[config.mk]
export PLATFORM = sky130hd
export DESIGN_NAME = ramp_timer
export DESIGN_NICKNAME = d
export VERILOG_FILES = /design/src/rtl/ramp_timer.sv
export SDC_FILE = /design/constraint.sdc
export NUM_CORES = 1
export LEC_CHECK = 0
export ABC_AREA = 1
export BUFFER_PORTS_ARGS = -buffer_cell sky130_fd_sc_hd__buf_2
export CORE_ASPECT_RATIO = 1.2
export CORE_UTILIZATION = 40
export CTS_BUF_LIST = sky130_fd_sc_hd__clkbuf_16
export DETAILED_ROUTE_END_ITERATION = 12
export SETUP_SLACK_MARGIN = 0.15
export SYNTH_ARGS = -nofsm -noshare
export SYNTH_HDL_FRONTEND = slang
export SYNTH_SLANG_ARGS = --single-unit
[constraint.sdc]
create_clock -name clk -period 1.5 [get_ports clk]
set_input_delay 0.15 -clock clk [delete_from_list [all_inputs] [get_ports clk]]
set_output_delay 0.15 -clock clk [all_outputs]
set_load 0.01 [all_outputs]
[src/rtl/ramp_timer.sv]
// ---------------------------------------------------------------------------
// ramp_timer
//   Dual-slope ADC sequencer that feeds time_to_temp. Each conversion steps
//   through four phases:
//     1. Discharge the integrator.
//     2. Run-up on the sensor voltage for a fixed length.
//     3. One break-before-make guard cycle.
//     4. Run-down on the reference.
//   The run-down phase counts clock cycles until the synchronised comparator
//   trips. The count is then presented on down_ramp_time, together with a
//   one-cycle start pulse for the divider stage.
//
// Ports
//   clk             in   1   system clock
//   rst_n           in   1   asynchronous active-low reset
//   conv_req        in   1   start one conversion (sampled only in IDLE)
//   comp_in         in   1   async integrator comparator, 1 = above threshold
//   sw_reset        out  1   integrator discharge switch
//   sw_in           out  1   connects sensor voltage to integrator
//   sw_ref          out  1   connects negative reference to integrator
//   down_ramp_time  out  20  run-down cycle count, held until next result
//   start           out  1   1-cycle pulse, down_ramp_time valid same cycle
//   timeout         out  1   result saturated at MAX_DOWN
//   busy            out  1   high in every state except IDLE
// ---------------------------------------------------------------------------
module ramp_timer #(
    parameter logic [19:0] DISCHARGE_CYCLES = 20'd50_000,
    parameter logic [19:0] UP_CYCLES        = 20'd500_000,
    parameter logic [19:0] MAX_DOWN         = 20'hFFFFF,
    parameter bit          AUTO             = 1'b1
) (
    input  logic        clk,
    input  logic        rst_n,
    input  logic        conv_req,
    input  logic        comp_in,
    output logic        sw_reset,
    output logic        sw_in,
    output logic        sw_ref,
    output logic [19:0] down_ramp_time,
    output logic        start,
    output logic        timeout,
    output logic        busy
);

    typedef enum logic [2:0] {
        S_IDLE,
        S_DISCHARGE,
        S_RUN_UP,
        S_GUARD,
        S_RUN_DOWN,
        S_DONE
    } state_t;

    state_t      state_reg,    state_next;
    logic [19:0] cnt_reg,      cnt_next;
    logic [19:0] down_reg,     down_next;
    logic        timeout_reg,  timeout_next;
    logic        start_reg,    start_next;
    logic        sw_reset_reg, sw_reset_next;
    logic        sw_in_reg,    sw_in_next;
    logic        sw_ref_reg,   sw_ref_next;
    logic        busy_reg,     busy_next;
    logic        comp_meta_reg;
    logic        comp_s_reg;

    always_ff @(posedge clk or negedge rst_n) begin
        if (!rst_n) begin
            state_reg     <= S_IDLE;
            cnt_reg       <= '0;
            down_reg      <= '0;
            timeout_reg   <= 1'b0;
            start_reg     <= 1'b0;
            sw_reset_reg  <= 1'b1;
            sw_in_reg     <= 1'b0;
            sw_ref_reg    <= 1'b0;
            busy_reg      <= 1'b0;
            comp_meta_reg <= 1'b0;
            comp_s_reg    <= 1'b0;
        end else begin
            state_reg     <= state_next;
            cnt_reg       <= cnt_next;
            down_reg      <= down_next;
            timeout_reg   <= timeout_next;
            start_reg     <= start_next;
            sw_reset_reg  <= sw_reset_next;
            sw_in_reg     <= sw_in_next;
            sw_ref_reg    <= sw_ref_next;
            busy_reg      <= busy_next;
            comp_meta_reg <= comp_in;
            comp_s_reg    <= comp_meta_reg;
        end
    end

    always_comb begin
        state_next   = state_reg;
        cnt_next     = cnt_reg;
        down_next    = down_reg;
        timeout_next = timeout_reg;
        start_next   = 1'b0;

        case (state_reg)
            S_IDLE: begin
                if (AUTO || conv_req) begin
                    cnt_next   = '0;
                    state_next = S_DISCHARGE;
                end
            end
            S_DISCHARGE: begin
                if (cnt_reg == DISCHARGE_CYCLES - 20'd1) begin
                    cnt_next   = '0;
                    state_next = S_RUN_UP;
                end else begin
                    cnt_next = cnt_reg + 20'd1;
                end
            end
            S_RUN_UP: begin
                if (cnt_reg == UP_CYCLES - 20'd1) begin
                    cnt_next   = '0;
                    state_next = S_GUARD;
                end else begin
                    cnt_next = cnt_reg + 20'd1;
                end
            end
            S_GUARD: begin
                cnt_next   = '0;
                state_next = S_RUN_DOWN;
            end
            S_RUN_DOWN: begin
                // A comparator trip wins over a timeout in the same cycle,
                // so a trip landing exactly on MAX_DOWN is a valid result.
                if (!comp_s_reg) begin
                    down_next    = cnt_reg;
                    timeout_next = 1'b0;
                    start_next   = 1'b1;
                    state_next   = S_DONE;
                end else if (cnt_reg == MAX_DOWN) begin
                    down_next    = MAX_DOWN;
                    timeout_next = 1'b1;
                    start_next   = 1'b1;
                    state_next   = S_DONE;
                end else begin
                    cnt_next = cnt_reg + 20'd1;
                end
            end
            S_DONE: begin
                cnt_next   = '0;
                state_next = AUTO ? S_DISCHARGE : S_IDLE;
            end
            default: begin
                cnt_next   = '0;
                state_next = S_IDLE;
            end
        endcase

        // Switch and busy flops are loaded from the upcoming state. This
        // keeps them registered while still lining them up cycle-for-cycle
        // with the state they belong to. A guard state between RUN_UP and
        // RUN_DOWN guarantees that sw_in and sw_ref never touch.
        sw_reset_next = (state_next == S_IDLE) || (state_next == S_DISCHARGE);
        sw_in_next    = (state_next == S_RUN_UP);
        sw_ref_next   = (state_next == S_RUN_DOWN);
        busy_next     = (state_next != S_IDLE);
    end

    assign sw_reset       = sw_reset_reg;
    assign sw_in          = sw_in_reg;
    assign sw_ref         = sw_ref_reg;
    assign down_ramp_time = down_reg;
    assign start          = start_reg;
    assign timeout        = timeout_reg;
    assign busy           = busy_reg;

endmodule

Word-level counts from Yosys, hierarchy flattened. Index checks and enable logic that the tools add are counted.

Register bits: 51. Latch bits: 0. Memory bits (writable): 0. Bits in read-only memories: 0. Output and inout port bits: 26. Logic and storage cells: 50. Memories: 0.

Add/subtract/negate cells: 1. Multiply operators: 0. Divide/modulo/power cells: 0. $lt $le $gt $ge: 0. Equal/unequal tests: 14. Shift operators: 0. Mux-type cells: 17. Bitwise gates (word level): 0. Reductions and logical operators: 7.

Operator list (number): 2-to-1 mux 20 bit (6); case mux 20 bit (3 select lines) (1); adder 20 x 1 -> 20 bit (second input constant) (1); == test 20 x 16 -> 1 bit (second input constant) (1); == test 20 x 19 -> 1 bit (second input constant) (1); == test 20 bit (second input constant) (1); case mux 3 bit (5 select lines) (1); 2-to-1 mux 3 bit (4); == test 3 x 2 -> 1 bit (second input constant) (3); == test 3 bit (second input constant) (3); == test 3 x 1 -> 1 bit (second input constant) (2); logical NOT 3 bit (2); 2-to-1 mux 1 bit (5); != test 2 bit (second input constant) (2); AND reduction 2 bit (2); nonzero test 3 bit (1); != test 2 x 1 -> 1 bit (second input constant) (1); OR reduction 2 bit (1); logical OR 1 bit (1).

Depth between registers and ports, before layout.
Depth after elaboration: 6. Gate-level depth with buffers: 11.

Worst setup path before layout. OpenSTA, ideal clock, no wires.

Path kind: reg2reg. From: register cnt_reg[0]. To: register timeout_reg, in the netlist timeout. Setup time: 0.118 ns. Arrival time: 1.551 ns. Path slack: -0.169 ns. Stages on the path, launching flop included: 12. Buffers on the path: 1. Period minus slack after synthesis: 1.669 ns. Path through: dfrtp_1 > ha_1 > nand2_2 > nor2_4 > nand2_2 > nor2_4 > nand3_2 > nand2_2 > inv_2 > buf_2 > nand2_1 > nand2_1.

Longest elaborated chain between the ends: 3.

RTL lines: from (decl) (RTL line 55) `logic [19:0] cnt_reg, cnt_next;`; from (signal assigned) (RTL line 81) `cnt_reg <= cnt_next;`; == test 20 bit (RTL line 136) `end else if (cnt_reg == MAX_DOWN) begin`; != test 2 x 1 -> 1 bit (no source line); AND reduction 2 bit (no source line); to (signal assigned) (RTL line 83) `timeout_reg <= timeout_next;`; to (decl) (RTL line 57) `logic timeout_reg, timeout_next;`.

Every way passes these cells. A chain may end at the register's enable or synchronous reset.

Worst setup path after layout.
From: register cnt_reg[4]. To: register cnt_reg[1].

Longest elaborated chain between the ends: 3. Elaborated cells on any way between the ends: 8. Classes of those cells: eq/ne: 4; mux: 3; reduce/logical: 1.

RTL lines: == test 20 x 19 -> 1 bit (tied with other cells) (RTL line 117) `if (cnt_reg == UP_CYCLES - 20'd1) begin`; 2-to-1 mux 20 bit (tied with other cells) (RTL line 117); case mux 20 bit (3 select lines) or AND reduction 2 bit (tied branches).

Parallel ways exist; a longest one is shown, timed or not.

==> summary.txt <==
Floorplanning
  – Row cnt: 31
  – Total die area: 6540 um^2
  – Io pins: 30
  – Die Ht: a little under 90 um
  – Initial Util: 0.414
  – Core Box Area: between 6000 and 7000 um^2
  – Die Wd: around 74 um

Logic synthesis
  – Post-synth ARST share: 1.00
  – Post-synth top area share: 0.503
  – EDFF count, synth: 0
  – Avg Synthesized Cell Area: 7.97 um^2
  – Mapped Area: between 2000 and 2500 um^2
  – Post-Syn Nets: between 300 and 400
  – Sequential area share after synthesis: 0.514
  – Synth cell types: 23
  – Top FF cell, synth: dfrtp_1
  – Ys Warns: 0
  – Area leader, netlist: dfrtp_1
  – Synth area leaders: dfrtp_1 (50%), nand2_1 (19%), nor2_1 (6.0%)
  – Cells after Synth: 312
  – Synthesized flop and latch total: between 50 and 60

Critical path
  – Crit-path cells: nand2_1, nor2_4, nand2_2, nor2_4, nand3_4, nand3_2, inv_2, nand3_1, nand2_1
  – Worst setup EP type: flop
  – Crit-path max cell delay: approximately 0.43 ns
  – Largest delay share family, worst path: simple AND/OR/NAND/NOR gates
  – Critical path's slowest cell: dfrtp_1
  – Setup CP Type: flop to flop
  – Worst Path Max Fanout: 7
  – Crit path depth: 9
  – Worst Path Required: roughly 1.7 ns
  – Bufs and invs on worst path: 1
  – R2R cell count: 9
  – Crit start category: flop
  – Critical path arrival: between 1.5 and 2 ns

CTS
  – CTS buffer count: 5
  – Clk slew on worst S/H paths: 0.06 ns
  – Worst-Skew Late Latency: just under 0.3 ns
  – CTS Sinks: 51
  – CTS tree: built
  – H-tree depth: 2
  – Root Buffer: clkbuf_16
  – Max clock buf depth: 2

Timing
  – Final hold violation count: 0
  – Pins over their slew limit: 0
  – Worst slew margin: 0.781
  – Worst slew pin tran: approximately 0.33 ns
  – Highest Clock Rate: around 610 MHz
  – Min Tclk post-route: ~1.6 ns
  – Setup TNS Final: -3.58 ns
  – Worst slack on hold paths: roughly 0.35 ns
  – Period utilization: 1.09
  – Worst Skew: a little under 0.005 ns
  – Setup violations, final: 43
  – RSZ-0062 raised after global routing: true
  – Fin worst setup slack: -0.130 ns

Routing
  – Total Wirelength: roughly 6.4 mm
  – Drt drc: 0
  – Number of vias per cell: approximately 4.8
  – Avg WL per Cell: about 13 um
  – Antenna Nets Post-Route: 0
  – DR vias: around 2300
  – DRT Pass-1 Iters: 4
  – Iter 0 DRT Violations: approximately 130

Power and ir drop
  – VDD IR max: 0.000560 V
  – Pwr dens: 673 nW/um^2
  – PnR Total Power: between 2 and 2.5 mW
  – Pleak: between 2 and 2.5 nW

Flow run
  – Max_cap viols: 0

Worst hold path
  – Hold Path Class: flop to flop
  – Worst hold path stage count: 0

GRT
  – Largest net degree at the start of global routing: between 50 and 60
  – Initial antenna violation count: 0
  – Grt total ovfl: 0
  – GRT Overall Usage: 0.209
  – Vias in the first global route: approximately 2200
  – First-pass GRT wire length: just over 10 mm

Outcome
  – Failing checks: setup timing
  – Outcome: complete, but fails checks

Finish
  – Final #Nets: around 410
  – Core Util, Final: 0.614
  – Final Instance Count excl. Fillers: 491
  – Share of cells above drive strength 1: 0.384
  – P&R area growth vs syn: 48.4%
  – # diodes: 0

Place
  – GPL Wtd Cong: between 0.9 and 1
  – DP HPWL: about 4.4 mm
  – Placed cells: 472
  – Count of input and output buffers: 28
-- cell usage in the layout, fill, tap and decap left out, types with 6 or more instances in the layout --
| cell | Yosys | layout |
|---|---|---|
| nand2_1 | 126 | 101 |
| buf_4 | 2 | 56 |
| dfrtp_1 | 50 | 48 |
| nor2_1 | 40 | 33 |
| buf_2 | 3 | 28 |
| nand3_1 | 25 | 19 |
| inv_1 | 17 | 17 |
| nand2_4 | 0 | 14 |
| nand2_2 | 3 | 12 |
| xor2_1 | 12 | 12 |
| nor2_2 | 1 | 7 |
| nand3_2 | 4 | 7 |
| o21ai_0 | 7 | 6 |
| buf_6 | 2 | 6 |
-- routing by layer --
layer / up-vias / GRT usage / part of all wire
met5: - / 0 / 0
met4: 0 / 0.0944 / 0.027
met3: 14 / 0.0387 / 0.030
met2: 62 / 0.341 / 0.50
met1: 1104 / 0.268 / 0.44
li1: 1167 / - / -
-- through the flow --
| stage | setup WS (ns) | instance area [um^2] |
|---|---|---|
| 2_1_floorplan | -0.0952 | 2550 |
| 3_3_place_gp | -0.0641 | 3160 |
| 3_5_place_dp | -0.134 | 3160 |
| 4_1_cts | -0.0846 | 3550 |
| 5_1_grt | -0.257 | 3690 |
| 6_report | -0.130 | 3690 |
-- where the power goes --
part / total, mW / internal, mW / leakage, nW / switching, mW
Sequential: 1.38 / 1.38 / 0.683 / 0.00385
Combinational: 0.0376 / 0.0107 / 1.40 / 0.0269
Clock: 1.06 / 0.601 / 0.0701 / 0.463
Total: 2.48 / 1.99 / 2.16 / 0.494
-- repair_timing --
| item | CTS | global route |
|---|---|---|
| pin swaps | 13 | 11 |
| setup endpoints to repair | 47 | 47 |
| setup buffers | 4 | 3 |
| gates cloned | 2 | 0 |
| resized for setup | 48 | 28 |
| hold endpoints to repair | 51 | 0 |
| hold buffers | 2 | 0 |
-- final cells by class --
class	instances	area, um^2
Timing Repair Buffer	96	736
Inverter	19	87.6
Tap cell	82	103
Clock buffer	5	125
Multi-Input combinational cell	235	1350
Fill cell	533	2320
Sequential cell	51	1280
Clock inverter	3	11.3
-- synthesized netlist by cell type, types with 2 or more instances --
cell type  count
nor2_4         2
nand2_1      126
nand3b_1       3
nand2_2        3
xnor2_1        3
dfrtp_1       50
buf_6          2
buf_4          2
o21ai_0        7
nand3_1       25
nand4_1        4
nand3_2        4
inv_1         17
inv_2          2
nor2_1        40
buf_2          3
xor2_1        12
a21oi_1        2
-- cells by family after synthesis --
| logic type | share of synthesized area |
|---|---|
| xor gates and xnor gates | 0.0528 |
| buffers and inverters | 0.0498 |
| adders and majority gates | 0.00503 |
| DFF | 0.514 |
| and+or+nand+nor | 0.358 |
| AOI/OAI and AO/OA | 0.0211 |
-- final timing paths --
path                               startpoint            to  slack (ns)
max in group asynchronous               rst_n      sw_reset        0.87
worst max register to register     cnt_reg[4]    cnt_reg[1]       -0.13
worst min register to register  comp_meta_reg    comp_s_reg        0.35
min in group asynchronous               rst_n  state_reg[2]        0.37
worst max-delay path               cnt_reg[4]    cnt_reg[1]       -0.13
worst min-delay path            comp_meta_reg    comp_s_reg        0.35
Note: power is estimated with default switching activity, not from simulation.
